[config.mk]
export PLATFORM = sky130hd
export DESIGN_NAME = tile_match_controller_flat
export DESIGN_NICKNAME = d
export VERILOG_FILES = /design/src/rtl/tile_match_controller_pkg.sv /design/src/rtl/tile_match_controller_if.sv /design/src/rtl/tile_match_controller_reveal_timer.sv /design/src/rtl/tile_match_controller.sv /design/src/flat_wrapper.sv
export SDC_FILE = /design/constraint.sdc
export NUM_CORES = 1
export LEC_CHECK = 0
export ABC_CLOCK_PERIOD_IN_PS = 4500
export BUFFER_PORTS_ARGS = -buffer_cell sky130_fd_sc_hd__buf_4
export CAP_MARGIN = 10
export CORE_ASPECT_RATIO = 0.5
export CORE_MARGIN = 10
export CORE_UTILIZATION = 30
export CTS_BUF_LIST = sky130_fd_sc_hd__clkbuf_4 sky130_fd_sc_hd__clkbuf_8
export CTS_CLUSTER_SIZE = 24
export DETAILED_ROUTE_END_ITERATION = 10
export SLEW_MARGIN = 10
export SYNTH_ARGS = -nofsm -noshare
export SYNTH_HDL_FRONTEND = slang
export SYNTH_SLANG_ARGS = --single-unit
export TNS_END_PERCENT = 5
[constraint.sdc]
create_clock -name CLOCK_50 -period 4.5 [get_ports CLOCK_50]
set_input_delay 0.225 -clock CLOCK_50 [delete_from_list [all_inputs] [get_ports CLOCK_50]]
set_output_delay 0.225 -clock CLOCK_50 [all_outputs]
set_load 0.01 [all_outputs]
[src/rtl/tile_match_controller_pkg.sv]
// tile_match_controller_pkg: shared state codes, widths and defaults for the tile-matching game
package tile_match_controller_pkg;
  // State codes are shared so the HEX decoder and the mode FSM display agree
  typedef enum logic [3:0] {
    S_IDLE  = 4'd0,
    S_WAIT1 = 4'd1,
    S_RD1   = 4'd2,
    S_LAT1  = 4'd3,
    S_WAIT2 = 4'd4,
    S_RD2   = 4'd5,
    S_LAT2  = 4'd6,
    S_CMP   = 4'd7,
    S_SHOW  = 4'd8,
    S_DONE  = 4'd9
  } state_t;
  localparam int MOVE_W            = 8;
  localparam int DEF_NUM_TILES     = 16;
  localparam int DEF_IDX_W         = 4;
  localparam int DEF_SYM_W         = 3;
  localparam int DEF_REVEAL_CYCLES = 25000000;
  function automatic logic [MOVE_W-1:0] sat_inc(input logic [MOVE_W-1:0] v);
    return v + MOVE_W'(v != '1);
  endfunction
endpackage

[src/rtl/tile_match_controller_if.sv]
// tile_match_controller_if: game-round bus between controller, mode FSM, symbol memory and display
//   master (controller): in  ingameOn, select, sel_idx, rd_symbol
//                        out rd_en, rd_addr, tile_up, tile_matched, match_count, move_count, gameOver, state_dbg
//   slave  (environment): the mirror image
interface tile_match_controller_if
  import tile_match_controller_pkg::*;
#(
  parameter int NUM_TILES = DEF_NUM_TILES,
  parameter int IDX_W     = DEF_IDX_W,
  parameter int SYM_W     = DEF_SYM_W
);
  localparam int MC_W = $clog2(NUM_TILES / 2 + 1);
  logic                 ingameOn;
  logic                 select;
  logic [IDX_W-1:0]     sel_idx;
  logic                 rd_en;
  logic [IDX_W-1:0]     rd_addr;
  logic [SYM_W-1:0]     rd_symbol;
  logic [NUM_TILES-1:0] tile_up;
  logic [NUM_TILES-1:0] tile_matched;
  logic [MC_W-1:0]      match_count;
  logic [MOVE_W-1:0]    move_count;
  logic                 gameOver;
  logic [3:0]           state_dbg;
  modport master (
    input  ingameOn, select, sel_idx, rd_symbol,
    output rd_en, rd_addr, tile_up, tile_matched, match_count, move_count, gameOver, state_dbg
  );
  modport slave (
    output ingameOn, select, sel_idx, rd_symbol,
    input  rd_en, rd_addr, tile_up, tile_matched, match_count, move_count, gameOver, state_dbg
  );
endinterface

[src/rtl/tile_match_controller_reveal_timer.sv]
// tile_match_controller_reveal_timer: loadable down-counter with zero flag for reveal delays
//   clk, rst_n : clock, async active-low reset
//   i_load     : load i_value (priority over counting)
//   i_en       : decrement while nonzero
//   o_zero     : count is zero
module tile_match_controller_reveal_timer #(
  parameter int W = 25
) (
  input  logic         clk,
  input  logic         rst_n,
  input  logic         i_load,
  input  logic         i_en,
  input  logic [W-1:0] i_value,
  output logic         o_zero
);
  logic [W-1:0] r_count;
  always_ff @(posedge clk or negedge rst_n)
    if (!rst_n) r_count <= '0;
    else if (i_load) r_count <= i_value;
    else if (i_en && r_count != '0) r_count <= r_count - W'(1);
  assign o_zero = r_count == '0;
endmodule

[src/rtl/tile_match_controller.sv]
// tile_match_controller: sequences one round of the tile-matching game while ingameOn is high
//   CLOCK_50 : system clock, rising edge
//   resetn   : async active-low reset
//   bus      : master side of tile_match_controller_if (selects, symbol memory read, board state, counters)
module tile_match_controller
  import tile_match_controller_pkg::*;
#(
  parameter int NUM_TILES     = DEF_NUM_TILES,
  parameter int IDX_W         = DEF_IDX_W,
  parameter int SYM_W         = DEF_SYM_W,
  parameter int REVEAL_CYCLES = DEF_REVEAL_CYCLES
) (
  input logic                      CLOCK_50,
  input logic                      resetn,
  tile_match_controller_if.master  bus
);
  localparam int MC_W  = $clog2(NUM_TILES / 2 + 1);
  localparam int TMR_W = $clog2(REVEAL_CYCLES + 1);
  state_t               r_state;
  logic [IDX_W-1:0]     r_idx1, r_idx2, r_rd_addr;
  logic [SYM_W-1:0]     r_sym1, r_sym2;
  logic [NUM_TILES-1:0] r_tile_up, r_tile_matched;
  logic [MC_W-1:0]      r_match_count;
  logic [MOVE_W-1:0]    r_move_count;
  logic                 r_game_over;
  logic [NUM_TILES-1:0] w_up_sh, w_sel_mask, w_m1, w_m2;
  logic [MC_W-1:0]      w_mc_next;
  logic                 w_sel_ok, w_eq, w_done, w_tmr_load, w_tmr_en, w_tmr_zero;
  // Shifting instead of indexing keeps out-of-range sel_idx values harmless
  assign w_up_sh    = r_tile_up >> bus.sel_idx;
  assign w_sel_ok   = bus.select && (32'(bus.sel_idx) < NUM_TILES) && !w_up_sh[0];
  assign w_sel_mask = NUM_TILES'(1) << bus.sel_idx;
  assign w_m1       = NUM_TILES'(1) << r_idx1;
  assign w_m2       = NUM_TILES'(1) << r_idx2;
  assign w_eq       = r_sym1 == r_sym2;
  assign w_mc_next  = r_match_count + MC_W'(1);
  assign w_done     = w_mc_next == MC_W'(NUM_TILES / 2);
  assign w_tmr_load = r_state == S_CMP && !w_eq;
  assign w_tmr_en   = r_state == S_SHOW;
  tile_match_controller_reveal_timer #(.W(TMR_W)) u_timer (
    .clk     (CLOCK_50),
    .rst_n   (resetn),
    .i_load  (w_tmr_load),
    .i_en    (w_tmr_en),
    .i_value (TMR_W'(REVEAL_CYCLES - 1)),
    .o_zero  (w_tmr_zero)
  );
  always_ff @(posedge CLOCK_50 or negedge resetn)
    if (!resetn) begin
      r_state        <= S_IDLE;
      r_idx1         <= '0;
      r_idx2         <= '0;
      r_rd_addr      <= '0;
      r_sym1         <= '0;
      r_sym2         <= '0;
      r_tile_up      <= '0;
      r_tile_matched <= '0;
      r_match_count  <= '0;
      r_move_count   <= '0;
      r_game_over    <= '0;
    end else if (!bus.ingameOn || r_state == S_IDLE) begin
      // Abort from any state discards the in-flight pair and clears the board
      r_state        <= bus.ingameOn ? S_WAIT1 : S_IDLE;
      r_tile_up      <= '0;
      r_tile_matched <= '0;
      r_match_count  <= '0;
      r_move_count   <= '0;
      r_game_over    <= '0;
    end else begin
      case (r_state)
        S_WAIT1: if (w_sel_ok) begin
          r_idx1    <= bus.sel_idx;
          r_rd_addr <= bus.sel_idx;
          r_tile_up <= r_tile_up | w_sel_mask;
          r_state   <= S_RD1;
        end
        S_RD1: r_state <= S_LAT1;
        S_LAT1: begin
          r_sym1  <= bus.rd_symbol;
          r_state <= S_WAIT2;
        end
        S_WAIT2: if (w_sel_ok) begin
          r_idx2    <= bus.sel_idx;
          r_rd_addr <= bus.sel_idx;
          r_tile_up <= r_tile_up | w_sel_mask;
          r_state   <= S_RD2;
        end
        S_RD2: r_state <= S_LAT2;
        S_LAT2: begin
          r_sym2  <= bus.rd_symbol;
          r_state <= S_CMP;
        end
        S_CMP: begin
          r_move_count <= sat_inc(r_move_count);
          if (w_eq) begin
            r_tile_matched <= r_tile_matched | w_m1 | w_m2;
            r_match_count  <= w_mc_next;
            r_state        <= w_done ? S_DONE : S_WAIT1;
            if (w_done) begin
              r_game_over <= 1'b1;
              r_tile_up   <= '1;
            end
          end else r_state <= S_SHOW;
        end
        S_SHOW: if (w_tmr_zero) begin
          r_tile_up <= r_tile_up & ~(w_m1 | w_m2);
          r_state   <= S_WAIT1;
        end
        S_DONE: begin
          r_game_over <= 1'b1;
          r_tile_up   <= '1;
        end
        default: r_state <= S_IDLE;
      endcase
    end
  assign bus.rd_en        = r_state == S_RD1 || r_state == S_RD2;
  assign bus.rd_addr      = r_rd_addr;
  assign bus.tile_up      = r_tile_up;
  assign bus.tile_matched = r_tile_matched;
  assign bus.match_count  = r_match_count;
  assign bus.move_count   = r_move_count;
  assign bus.gameOver     = r_game_over;
  assign bus.state_dbg    = r_state;
endmodule

[src/flat_wrapper.sv]
// flat-port wrapper written by rule: the top's interface ports become plain ports
module tile_match_controller_flat import tile_match_controller_pkg::*;
#(
  parameter int NUM_TILES     = DEF_NUM_TILES,
  parameter int IDX_W         = DEF_IDX_W,
  parameter int SYM_W         = DEF_SYM_W,
  parameter int REVEAL_CYCLES = DEF_REVEAL_CYCLES
)
  (CLOCK_50, resetn, bus_ingameOn, bus_select, bus_sel_idx, bus_rd_symbol, bus_rd_en, bus_rd_addr, bus_tile_up, bus_tile_matched, bus_match_count, bus_move_count, bus_gameOver, bus_state_dbg);
  tile_match_controller_if #(.NUM_TILES(NUM_TILES), .IDX_W(IDX_W), .SYM_W(SYM_W)) bus_i ();
  input logic CLOCK_50;
  input logic resetn;
  input wire logic [$bits(bus_i.ingameOn)-1:0] bus_ingameOn;
  input wire logic [$bits(bus_i.select)-1:0] bus_select;
  input wire logic [$bits(bus_i.sel_idx)-1:0] bus_sel_idx;
  input wire logic [$bits(bus_i.rd_symbol)-1:0] bus_rd_symbol;
  output wire logic [$bits(bus_i.rd_en)-1:0] bus_rd_en;
  output wire logic [$bits(bus_i.rd_addr)-1:0] bus_rd_addr;
  output wire logic [$bits(bus_i.tile_up)-1:0] bus_tile_up;
  output wire logic [$bits(bus_i.tile_matched)-1:0] bus_tile_matched;
  output wire logic [$bits(bus_i.match_count)-1:0] bus_match_count;
  output wire logic [$bits(bus_i.move_count)-1:0] bus_move_count;
  output wire logic [$bits(bus_i.gameOver)-1:0] bus_gameOver;
  output wire logic [$bits(bus_i.state_dbg)-1:0] bus_state_dbg;
  assign bus_i.ingameOn = bus_ingameOn;
  assign bus_i.select = bus_select;
  assign bus_i.sel_idx = bus_sel_idx;
  assign bus_i.rd_symbol = bus_rd_symbol;
  assign bus_rd_en = bus_i.rd_en;
  assign bus_rd_addr = bus_i.rd_addr;
  assign bus_tile_up = bus_i.tile_up;
  assign bus_tile_matched = bus_i.tile_matched;
  assign bus_match_count = bus_i.match_count;
  assign bus_move_count = bus_i.move_count;
  assign bus_gameOver = bus_i.gameOver;
  assign bus_state_dbg = bus_i.state_dbg;
  tile_match_controller #(.NUM_TILES(NUM_TILES), .IDX_W(IDX_W), .SYM_W(SYM_W), .REVEAL_CYCLES(REVEAL_CYCLES)) u_core (.CLOCK_50(CLOCK_50), .resetn(resetn), .bus(bus_i));
endmodule
**Word-level counts from Yosys, hierarchy flattened**

Cells that the tools add are included.

- $add $sub $neg: 3
- Equality and inequality tests: 19
- Shift-type cells: 4
- Mux-type cells: 28
- Bitwise operators: 7
- Reductions and logical operators: 26

Operator list:

| cell | number |
|---|---|
| 16-bit 2-to-1 mux | 8 |
| 16-bit OR | 4 |
| 16-bit case mux with 4 select lines | 1 |
| 25-bit 2-to-1 mux | 2 |
| 1-bit by 4-bit << shifter with 16-bit output, first input constant | 3 |
| 4-bit 2-to-1 mux | 9 |
| 4-bit case mux with 9 select lines | 1 |
| 25-bit logical NOT | 1 |
| 25-bit nonzero test | 1 |
| 25-bit by 1-bit subtractor with 25-bit output, second input constant | 1 |
| 16-bit bitwise AND | 1 |
| 4-bit by 3-bit equality test with 1-bit output, second input constant | 4 |
| 8-bit 2-to-1 mux | 2 |
| 16-bit NOT | 1 |
| 16-bit by 4-bit >> shifter with 1-bit output | 1 |
| 4-bit equality test, second input constant | 3 |
| 3-bit by 1-bit inequality test with 1-bit output, second input constant | 4 |
| 3-bit AND reduction | 4 |
| 8-bit by 1-bit adder with 8-bit output | 1 |
| 4-bit by 2-bit equality test with 1-bit output, second input constant | 2 |
| 8-bit inequality test, second input constant | 1 |
| 3-bit by 2-bit inequality test with 1-bit output, second input constant | 2 |
| 2-bit AND reduction | 3 |
| 2-bit nonzero test | 3 |
| other kinds (16) | 24 |

- Bits in registers: 92
- Input port bits: 11
- Output and inout port bits: 54
- Logic and storage cells: 99

**Depth between registers and ports, before layout**

Gate-level depths: netlist of run 1.

- Depth in word-level cells: 7
- Gate-level depth with buffers: 8
- Gate-level depth less buffers: 8

**By module**

A second synthesis of run 1 with hierarchy kept.

- Cells, all modules: 549
- Area total of the unflattened synthesis: 5236.3 um^2

By module, submodules not included:

| module | instances | cells each | area each (um^2) | sequential area each (um^2) |
|---|---|---|---|---|
| tile_match_controller | 1 | 374 | 3578.4 | 1676.6 |
| tile_match_controller_reveal_timer | 1 | 175 | 1657.8 | 625.6 |

**Least setup slack after synthesis of run 1**

No wires, ideal clock.

- Path type: register to register
- From: register u_core.u_timer.r_count[20]
- To: register u_core.r_tile_up[10] (netlist: u_core.bus.tile_up[10])
- Library setup time: 0.138 ns
- Arrival time: 2.223 ns
- Data required time: 4.362 ns
- Slack: 2.139 ns
- Stages on the path, launching flop included: 7
- Buffers on the path: 1
- Period minus slack after synthesis: 2.361 ns
- Cell sequence: dfrtp_1 or4_4 or3_4 or4b_4 nor2_2 buf_4 a211oi_1

- Word-level cells in the longest chain between the ends: 3

Ends and longest elaborated chain:

| element | RTL line | text |
|---|---|---|
| start, declared | tile_match_controller_reveal_timer.sv:16 | `logic [W-1:0] r_count;` |
| start signal, assigned | tile_match_controller_reveal_timer.sv:19 | `else if (i_load) r_count <= i_value;` |
| start signal, assigned | tile_match_controller_reveal_timer.sv:20 | `else if (i_en && r_count != '0) r_count <= r_count - W'(1);` |
| 25-bit logical NOT | tile_match_controller_reveal_timer.sv:21 | `assign o_zero = r_count == '0;` |
| 3-bit by 1-bit inequality test with 1-bit output (no line) | n/a |  |
| 5-bit AND reduction (no line) | n/a |  |
| end signal, assigned | tile_match_controller.sv:74 | `r_tile_up <= r_tile_up \| w_sel_mask;` |
| end signal, assigned | tile_match_controller.sv:85 | `r_tile_up <= r_tile_up \| w_sel_mask;` |
| end signal, assigned | tile_match_controller.sv:106 | `r_tile_up <= r_tile_up & ~(w_m1 \| w_m2);` |
| end, declared | tile_match_controller.sv:22 | `logic [NUM_TILES-1:0] r_tile_up, r_tile_matched;` |

No other way between the ends.
A chain may end at the register's enable or synchronous reset.

**Worst setup path in the final report of run 1**

- From: register u_core.r_state[1] (netlist: u_core.bus.state_dbg[1])
- To: register u_core.r_tile_up[9] (netlist: u_core.bus.tile_up[9])

- Word-level cells in the longest chain between the ends: 4
- Elaborated cells between the ends (all ways): 16
- Those cells by class: 9 x eq/ne; 2 x mux; 5 x reduce/logical

Ends and longest elaborated chain:

| element | RTL line | text |
|---|---|---|
| start, declared | tile_match_controller.sv:19 | `state_t r_state;` |
| start signal, assigned | tile_match_controller.sv:63 | `r_state <= bus.ingameOn ? S_WAIT1 : S_IDLE;` |
| start signal, assigned | tile_match_controller.sv:98 | `r_state <= w_done ? S_DONE : S_WAIT1;` |
| 4-bit by 1-bit equality test with 1-bit output (tied with other cells) | tile_match_controller.sv:70 | `case (r_state)` |
| 2-bit OR reduction (no line) or 1-bit logical OR (tied branches) | n/a |  |
| 3-bit by 1-bit inequality test with 1-bit output (no line) (tied with other cells) | n/a |  |
| 5-bit AND reduction (no line) or 16-bit 2-to-1 mux (tied branches) | n/a |  |

Parallel ways exist; a longest one is shown, timed or not.

==> results.cfg, run 1 <==
[status]
status = finished, final reports clean

[worst_setup_path]
crit_path_end_kind = flip-flop
path_cells = nor2_1 -> a21o_1 -> buf_4 -> a211oi_1 -> nor3_1 -> a21oi_1 -> a211oi_1
cpMostUsedCell = a211oi_1
cp.arrival_ns = 3.28
critical_path.slowest_cell = nor3_1
slowest_delay_ns = 0.82
cp_max_fo = 39
critical_path_class = flip-flop to flip-flop
worstRegToRegCells = 7
crit_family = simple AND/OR/NAND/NOR gates
cp.depth = 7
worstPathRequired_ns = 4.78
cp-start-kind = flip-flop
cp_num_buf_inv = 1

[timing]
tightestPinTransition_ns = 0.967
finalHoldViolCount = 0
setup_viol = 0
min_period_ns = 3.01
final.setup.tns_ns = 0
final-max-slew-violation-count = 0
rsz0062_at_grt = no
post-route-period-util_pct = 66.8
slew_headroom_pct = 35.1
fmax_ghz = 0.333
clock_skew_ns = 0.0198

[logic_synthesis]
synth_top_area_share_pct = 47.9
yosysWarnings = 0
netlist_top_cells_count = dfrtp_1 (92), nor2_1 (59), nand2_1 (46)
synth_edf_count = 0
synth_area_per_cell_sq_um = 9.69
netlist_instances = 496
async_flop_share_pct = 100
synth_seq_cells = 92
syn_nets = 512
synth_area_leaders = dfrtp_1 (48%), mux2_2 (5.4%), nor2_1 (4.6%)
yosysSeqAreaShare_pct = 47.9
synthMostInstantiatedCell = dfrtp_1
yosys.area.top_type = dfrtp_1
yosys.cell_types.count = 54
ys.flop_type = dfrtp_1
syn-cell-area_sq_um = 4810

[global_route]
antenna_found_initial = 1
grtUsageTotal_pct = 11.7
grt-ovfl-total = 0
grt_pass1_vias = 3798
grt_pass1_wl_um = 20500
grt_max_degree = 48

[cts]
cts_root_buf = clkbuf_8
post-cts-setup-buffer-count = 0
clk_latency_ns = 0.37
clk_path_buf_depth = 2
cts_tree = done
path_clk_slew_ns = 0.09
cts.sinks = 92
h-tree-depth = 3
cts_buffers = 9
cts_resized = 0

[place]
gp_congestion = 0.862
dp.final_hpwl_um = 9380
place.port_buffers = 64

[cells_and_area]
nets = 569
num-fill-cells = 1591
drive_gt1_share_pct = 22.6
antennaDiodeCount = 0
area_growth_pct = 18.1

[routing]
antenna_left = 0
wl_per_cell_um = 16.6
vias = 3903
drt_wl_total_um = 12700
drc = 0
via_per_inst = 5.12
firstDrtPassIters = 4
dr.first_iter.drc_count = 314

[power]
clkPwrFrac_pct = 19.1
leakagePower_nw = 2.55
power.switching_w = 0.00114
ir_drop_uv = 182
powerDensity_nw_per_um2 = 493
p_total_w = 0.00280
power_frac_comb_pct = 39.7
internal_power_w = 0.00166
switching_share_pct = 40.6
p_seq_share_pct = 41.3

[min_path]
hold_class = input port to flip-flop
whs_path_depth = 2

[die]
dieArea_sq_um = 21800
core-area_sq_um = 15500
fp.dieH_um = 109
fp-row-count = 32
pin_count = 65
fp.dieW_um = 199
start_util_pct = 30.9

[flow_run]
drv_cap = 0
## cell families after synthesis
| logic type | synth area share (%) |
|---|---|
| buf+inv | 2.11 |
| flops | 47.9 |
| mux | 6.74 |
| compound gates | 16.4 |
| xor+xnor | 3.83 |
| simple gates | 21.7 |
| fa+ha+maj | 1.30 |
## final timing paths
kind	startpoint	to	slack [ns]
hold reg to reg	u_core.u_timer.r_count[10]	u_core.u_timer.r_count[10]	0.49
min in group asynchronous	resetn	u_core.u_timer.r_count[6]	0.39
max in group asynchronous	resetn	u_core.bus.state_dbg[3]	3.08
hold / removal	bus_rd_symbol[0]	u_core.r_sym1[0]	0.11
setup / recovery	u_core.bus.state_dbg[1]	u_core.bus.tile_up[9]	1.49
setup reg to reg	u_core.bus.state_dbg[1]	u_core.bus.tile_up[9]	1.49
## through the flow
step | hold WS, ns | worst slack, ns | utilization, % | instances | area (sq um)
after global placement | 0.272 | 1.78 | 35.3 | 745 | 5480
final | 0.111 | 1.49 | 36.5 | 762 | 5670
after global routing | 0.107 | 1.24 | 36.5 | 762 | 5670
after floorplan | -0.0706 | 2.14 | - | 496 | 4810
after detailed placement | 0.271 | 1.63 | 35.3 | 745 | 5480
after CTS | 0.0937 | 1.60 | 36.5 | 762 | 5670
## registers in the layout, indices dropped and copies added (netlist names)
signal	cells
u_core.bus.match_count	4
u_core.bus.tile_up	16
u_core.bus.gameOver	1
u_core.r_sym2	3
u_core.r_sym1	3
u_core.bus.rd_addr	4
u_core.u_timer.r_count	25
u_core.r_idx1	4
u_core.r_idx2	4
u_core.bus.state_dbg	4
u_core.bus.tile_matched	16
u_core.bus.move_count	8
## metal layers
metal	track usage [%]	vias up	part of all wire, %
met3	2.59	14	3.6
met1	15.4	1887	49
met4	3.79	2	1.4
li1	-	1942	-
met2	19.0	58	46
met5	0	-	0.10
## area by class of cell
class                           count  area (sq um)  share of cell area [%]
Multi-Input combinational cell    378          2400                    42.3
Sequential cell                    92          2300                    40.6
Inverter                            4          15.0                   0.265
Clock inverter                      5          41.3                   0.728
Tap cell                          204           255                    4.50
Clock buffer                       11           145                    2.56
Timing Repair Buffer               68           513                    9.04
## worst register-to-register path: cells and delay by family, from the launching register on
family                 cells  cell delay [ns]
AO/OA/AOI/OAI              4             0.74
buffers and inverters      1             0.38
AND/OR/NAND/NOR            2             1.28
flip-flops                 1             0.53
## layout by cell type (no fill, tap or decap), types with 5 or more instances in the layout
cell      Yosys  layout
xnor2_1       8       8
o31ai_1       8       8
dfrtp_1      92      92
nand4_1       5       5
nor3_1       19      19
o21ai_0      18      18
a211oi_1     19      19
nor2_1       59      59
or2_2         7       7
or4_1         6       6
nor4_1        6       6
mux2_2       23      23
xor2_1       13      13
nand3_1       6       6
nand2_1      46      46
ha_1          5       5
buf_4         1      67
a21oi_1      37      37
nand2b_1     15      15
clkbuf_8      0      10
or3_1        10      10
o22ai_1      19      19
## what timing repair did
action                                  CTS  global route
endpoints found under the setup margin    0             0
hold endpoints to repair                 45             0
hold buffers                              1             0
## power by group through the flow
stage,logic [W],clock network [W],registers (W)
2_1_floorplan,0.000815,0,0.00112
4_1_cts,0.00111,0.000552,0.00115
6_report,0.00111,0.000534,0.00115
5_1_grt,0.00123,0.000585,0.00118
3_3_place_gp,0.00109,0,0.00116
3_5_place_dp,0.00111,0,0.00117
(Power assumes the default switching activity.)
==> inputs of run 2 (changes only) <==
- ABC_CLOCK_PERIOD_IN_PS: 4500 -> 2670
- clock period: 4.5 -> 2.67 ns (I/O delays scaled with it)
==> run 2 against run 1 <==
Die area stayed put. Sequential power is 66% higher. Non-clock buffer count is 13 higher. Count of clock-buffer cells in the layout stayed put. Hold slack worse by 0.0092 ns. Maximum frequency is 24% higher. Critical path depth is 1 lower. Worst setup slack worse by 1.3 ns. Critical endpoint is now u_core.u_timer.r_count[19].
==> results.cfg, run 2 (synthesis gave the netlist of run 1 again) <==
[place]
dpl_cell_area_sq_um = 5570
gp_congestion = 0.818
place.port_buffers = 64
dp.final_hpwl_um = 9350
placed_cells = 755

[worst_setup_path]
cp.arrival_ns = 2.68
crit_family = simple AND/OR/NAND/NOR gates
startpoint = u_core.u_timer.r_count[20]
slowest_delay_ns = 0.55
critical_path.slowest_cell = or4_4
worstPathRequired_ns = 2.93
path_cells = or4_4 -> or3_4 -> or4b_4 -> nand3_2 -> nor3_1 -> mux2_2
cp_max_fo = 6
worstRegToRegCells = 6
cp-endpoint = u_core.u_timer.r_count[19]
cp-start-kind = flip-flop
critical_path_class = flip-flop to flip-flop
reg2reg_to = u_core.u_timer.r_count[19]
timing.rr.start = u_core.u_timer.r_count[20]
reg2reg_slack_ns = 0.24
crit_path_end_kind = flip-flop
cp.depth = 6
cp_num_buf_inv = 0

[cells_and_area]
nets = 582
final_cell_area_sq_um = 5810
final_cell_mix = dfrtp_1 (92), buf_4 (76), nor2_1 (59)
fin_cells = 774
num-fill-cells = 1574
drive_gt1_share_pct = 23.9
top_register = u_core.u_timer.r_count
final_common_cell = dfrtp_1
antennaDiodeCount = 0
largest_reg_flops = 25
area_growth_pct = 20.9

[die]
dieArea_sq_um = 21800
fp.dieW_um = 199
fp-row-count = 32
fp.dieH_um = 109
core-area_sq_um = 15500
start_util_pct = 30.9
pin_count = 65

[global_route]
grt_pass1_vias = 3957
grt_max_degree = 49
grt-ovfl-total = 0
antenna_found_initial = 1
grtUsageTotal_pct = 11.9
grt_pass1_wl_um = 21100

[cts]
path_clk_slew_ns = 0.09
cts_buffers = 9
cts_root_buf = clkbuf_8
h-tree-depth = 3
cts.sinks = 92
clk_path_buf_depth = 2
cts_tree = done
clk_latency_ns = 0.37

[flow_run]
drv_cap = 0

[routing]
wl_per_cell_um = 16.3
antenna_left = 0
via_per_inst = 5.21
vias = 4034
firstDrtPassIters = 4
drt_wl_total_um = 12700
drc = 0
dr.first_iter.drc_count = 380

[power]
clkPwrFrac_pct = 19.9
ir_drop_uv = 370
switching_share_pct = 39.1
power_frac_comb_pct = 40.6
power.switching_w = 0.00189
p_seq_share_pct = 39.5
powerDensity_nw_per_um2 = 833
leakagePower_nw = 2.62
internal_power_w = 0.00295

[timing]
min_period_ns = 2.43
final-max-slew-violation-count = 0
fmax_ghz = 0.412
slew_headroom_pct = 54.2
final.setup.tns_ns = 0
tightestPinTransition_ns = 0.682
post-route-period-util_pct = 90.9
setup_viol = 0
finalHoldViolCount = 0
clock_skew_ns = 0.0140
rsz0062_at_grt = no

[min_path]
hold_class = input port to flip-flop

[status]
status = finished, final reports clean
-- run 2: changes by cell type in the layout (fill, tap and decap cells not counted) --
cell | before | now
clkbuf_8 | 10 | 11
clkinv_2 | 1 | 2
nor3_1 | 19 | 18
clkinvlp_4 | 1 | 0
bufinv_16 | 0 | 1
dlygate4sd3_1 | 1 | 4
inv_8 | 1 | 0
nor3_2 | 0 | 1
inv_6 | 2 | 0
buf_12 | 0 | 1
buf_4 | 67 | 76
clkbuf_4 | 1 | 0
clkinv_4 | 0 | 1
-- run 2: metrics by stage --
stage	hold slack, ns	total power [W]	setup WS [ns]	util, %
floorplan	-0.162	0.00326	0.309	-
global placement	0.189	0.00385	0.267	35.8
detailed placement	0.191	0.00389	0.250	35.8
CTS	0.0765	0.00487	0.238	37.4
global route	0.0927	0.00519	0.102	37.4
finish	0.102	0.00484	0.243	37.4
-- run 2: power groups by stage --
stage | clock network, W | registers (W) | logic (W)
after CTS | 0.00100 | 0.00191 | 0.00196
after detailed placement | 0 | 0.00194 | 0.00195
after global routing | 0.00105 | 0.00196 | 0.00218
final | 0.000964 | 0.00191 | 0.00196
after global placement | 0 | 0.00193 | 0.00192
after floorplan | 0 | 0.00189 | 0.00137
-- run 2: routing by layer --
| layer | routed length, um | up-vias | part of all wire [%] | GRT usage (%) |
|---|---|---|---|---|
| met3 | 472 | 22 | 3.7 | 2.44 |
| met2 | 5800 | 70 | 46 | 19.1 |
| met4 | 255 | 2 | 2.0 | 5.03 |
| li1 | - | 1967 | - | - |
| met5 | 13 | - | 0.10 | 0 |
| met1 | 6110 | 1973 | 48 | 15.5 |
-- run 2: repair_timing --
item	in CTS	in global routing
hold buffers	4	0
setup buffers	0	0
resized for setup	0	1
setup endpoints to repair	0	1
hold endpoints to repair	47	0
-- run 2: worst register-to-register path, stage by stage, from the launching register on --
cell and delay, ns:
dfrtp_1 0.40, or4_4 0.55, or3_4 0.38, or4b_4 0.51, nand3_2 0.14, nor3_1 0.06, mux2_2 0.27
-- run 2: final cells by class --
cell class / instances / area, sq um / share of cell area, %
Multi-Input combinational cell: 378 / 2410 / 41.4
Sequential cell: 92 / 2300 / 39.6
Timing Repair Buffer: 81 / 631 / 10.9
Tap cell: 204 / 255 / 4.39
Clock buffer: 11 / 151 / 2.61
Clock inverter: 4 / 48.8 / 0.840
Inverter: 4 / 15.0 / 0.258
-- run 2: how the worst min path moves through the flow --
stage | endpoint | depth (start not counted) | slack (ns) | startpoint
2_1_floorplan | u_core.bus.gameOver | 0 | -0.16 | resetn
3_3_place_gp | u_core.u_timer.r_count[5] | 1 | 0.19 | resetn
3_5_place_dp | u_core.u_timer.r_count[5] | 1 | 0.19 | resetn
4_1_cts | u_core.r_idx2[2] | 2 | 0.08 | bus_sel_idx[2]
5_1_grt | u_core.r_idx2[2] | 2 | 0.09 | bus_sel_idx[2]
6_report | u_core.r_idx2[2] | 2 | 0.10 | bus_sel_idx[2]
==> inputs of run 3 (changes only) <==
- CORE_UTILIZATION: 30 -> 54
- PLACE_DENSITY_LB_ADDON: unset -> 0.15
==> run 3 against run 2 <==
Register-to-register slack got worse by 0.02 ns. Flip-flop and latch count is the same. Critical path type unchanged. Maximum frequency decreased by 0.91%. Largest cell class unchanged. Via count grew 0.22%. First-iteration DRC count decreased by 37%. Combinational power about the same. Utilization rose by 28 points. Non-clock buffer count up 1. Cell area decreased by 1.6%.
==> results.cfg, run 3 (synthesis gave the netlist of run 1 again) <==
[status]
status = finished, final reports clean

[timing]
final.setup.tns_ns = 0
min_period_ns = 2.45
finalHoldViolCount = 0
slew_headroom_pct = 51.8
setup_viol = 0
post-route-period-util_pct = 91.7
fmax_ghz = 0.408
final-max-slew-violation-count = 0
rsz0062_at_grt = no
tightestPinTransition_ns = 0.724
clock_skew_ns = 0.0127

[worst_setup_path]
worstPathRequired_ns = 2.92
cp-start-kind = flip-flop
critical_path_class = flip-flop to flip-flop
crit_path_end_kind = flip-flop
cp_max_fo = 6
cp.arrival_ns = 2.70

[die]
pin_count = 65
fp-row-count = 24
fp.dieW_um = 153
fp.dieH_um = 86.7
core-area_sq_um = 8680
dieArea_sq_um = 13300
start_util_pct = 55.4

[power]
power_frac_comb_pct = 39.6
internal_power_w = 0.00299
ir_drop_uv = 474
p_seq_share_pct = 39.3
powerDensity_nw_per_um2 = 851
leakagePower_nw = 2.63
clkPwrFrac_pct = 21.1
switching_share_pct = 38.5
power.switching_w = 0.00187

[cts]
cts_tree = done
cts_resized = 0
h-tree-depth = 3
path_clk_slew_ns = 0.10
cts.sinks = 92
clk_latency_ns = 0.37
cts_buffers = 9
cts_root_buf = clkbuf_8
clk_path_buf_depth = 2

[cells_and_area]
multiInputGateArea_sq_um = 2400
nets = 583
drive_gt1_share_pct = 23.8
fin_cells = 688
num-fill-cells = 725
top_register = u_core.u_timer.r_count
largest_reg_flops = 25
area_growth_pct = 19.0
final_cell_mix = dfrtp_1 (92), buf_4 (77), nor2_1 (59)
antennaDiodeCount = 0
regArea_sq_um = 2300
final_common_cell = dfrtp_1

[place]
dp.final_hpwl_um = 8330
placed_cells = 669
place.port_buffers = 64
gp_congestion = 0.922

[routing]
dr.first_iter.drc_count = 241
antenna_left = 0
firstDrtPassIters = 5
drt_wl_total_um = 11500
via_per_inst = 5.88
vias = 4043
wl_per_cell_um = 16.7
drc = 0

[global_route]
grt_pass1_wl_um = 19400
grtUsageTotal_pct = 17.6
grt_pass1_vias = 3856
grt_max_degree = 48
grt-ovfl-total = 0
antenna_found_initial = 0

[flow_run]
drv_cap = 0

[min_path]
hold_class = input port to flip-flop
-- run 3: changes by cell type in the layout (fill, tap and decap cells not counted) --
cell	delta
clkinv_4	-1
nor3_1	+1
buf_4	+1
clkbuf_8	-2
bufinv_16	+1
clkinvlp_4	+2
nor3_2	-1
clkinv_2	-1
inv_6	+1
-- run 3: final cells by class --
type | count | area share, %
sequential | 92 | 40.3
inverter | 4 | 0.263
tap | 117 | 2.56
multi-input combinational | 378 | 42.0
clock buffer | 9 | 2.17
clock inverter | 6 | 1.55
timing repair buffer | 82 | 11.2
-- run 3: repair_timing --
item / 4_1_cts / 5_1_grt
endpoints found under the hold margin: 51 / 0
buffers inserted: 0 / 0
hold buffers: 4 / 0
-- run 3: final timing paths --
path	start	cells after the start	to	slack [ns]
worst min-delay path	bus_sel_idx[2]	2	u_core.r_idx1[2]	0.08
max in group asynchronous	resetn	3	u_core.u_timer.r_count[2]	1.70
worst max-delay path	u_core.u_timer.r_count[20]	6	u_core.u_timer.r_count[19]	0.22
min in group asynchronous	resetn	2	u_core.u_timer.r_count[20]	0.32
worst min register to register	u_core.u_timer.r_count[10]	1	u_core.u_timer.r_count[10]	0.49
worst max register to register	u_core.u_timer.r_count[20]	6	u_core.u_timer.r_count[19]	0.22
-- run 3: power groups by stage --
stage / logic, W / clock network [W] / registers (W)
2_1_floorplan: 0.00137 / 0 / 0.00189
3_3_place_gp: 0.00188 / 0 / 0.00192
3_5_place_dp: 0.00191 / 0 / 0.00193
4_1_cts: 0.00193 / 0.00105 / 0.00190
5_1_grt: 0.00214 / 0.00111 / 0.00196
6_report: 0.00193 / 0.00103 / 0.00191
-- run 3: critical path, cell delays in order, from the launching register on --
cell and delay, ns:
dfrtp_1 0.40, or4_4 0.56, or3_4 0.38, or4b_4 0.51, nand3_2 0.16, nor3_1 0.07, mux2_2 0.26
-- run 3: stage by stage --
step / total power [W] / hold WS, ns / setup slack, ns / util [%] / area, sq um
CTS: 0.00488 / 0.0647 / 0.241 / 65.9 / 5720
detailed placement: 0.00384 / 0.191 / 0.251 / 63.0 / 5460
global placement: 0.00380 / 0.188 / 0.275 / 63.0 / 5460
floorplan: 0.00326 / -0.162 / 0.309 / - / 4810
global route: 0.00520 / 0.0648 / 0.0554 / 65.9 / 5720
finish: 0.00487 / 0.0803 / 0.221 / 65.9 / 5720
-- run 3: per-layer routing --
layer  up-vias  part of all wire (%)  track usage, %
li1       1976                     -               -
met1      1962                    47            22.9
met2        86                    46            28.6
met3        19                   4.8            4.70
met4         0                   1.3            4.94
met5         -                     0               0
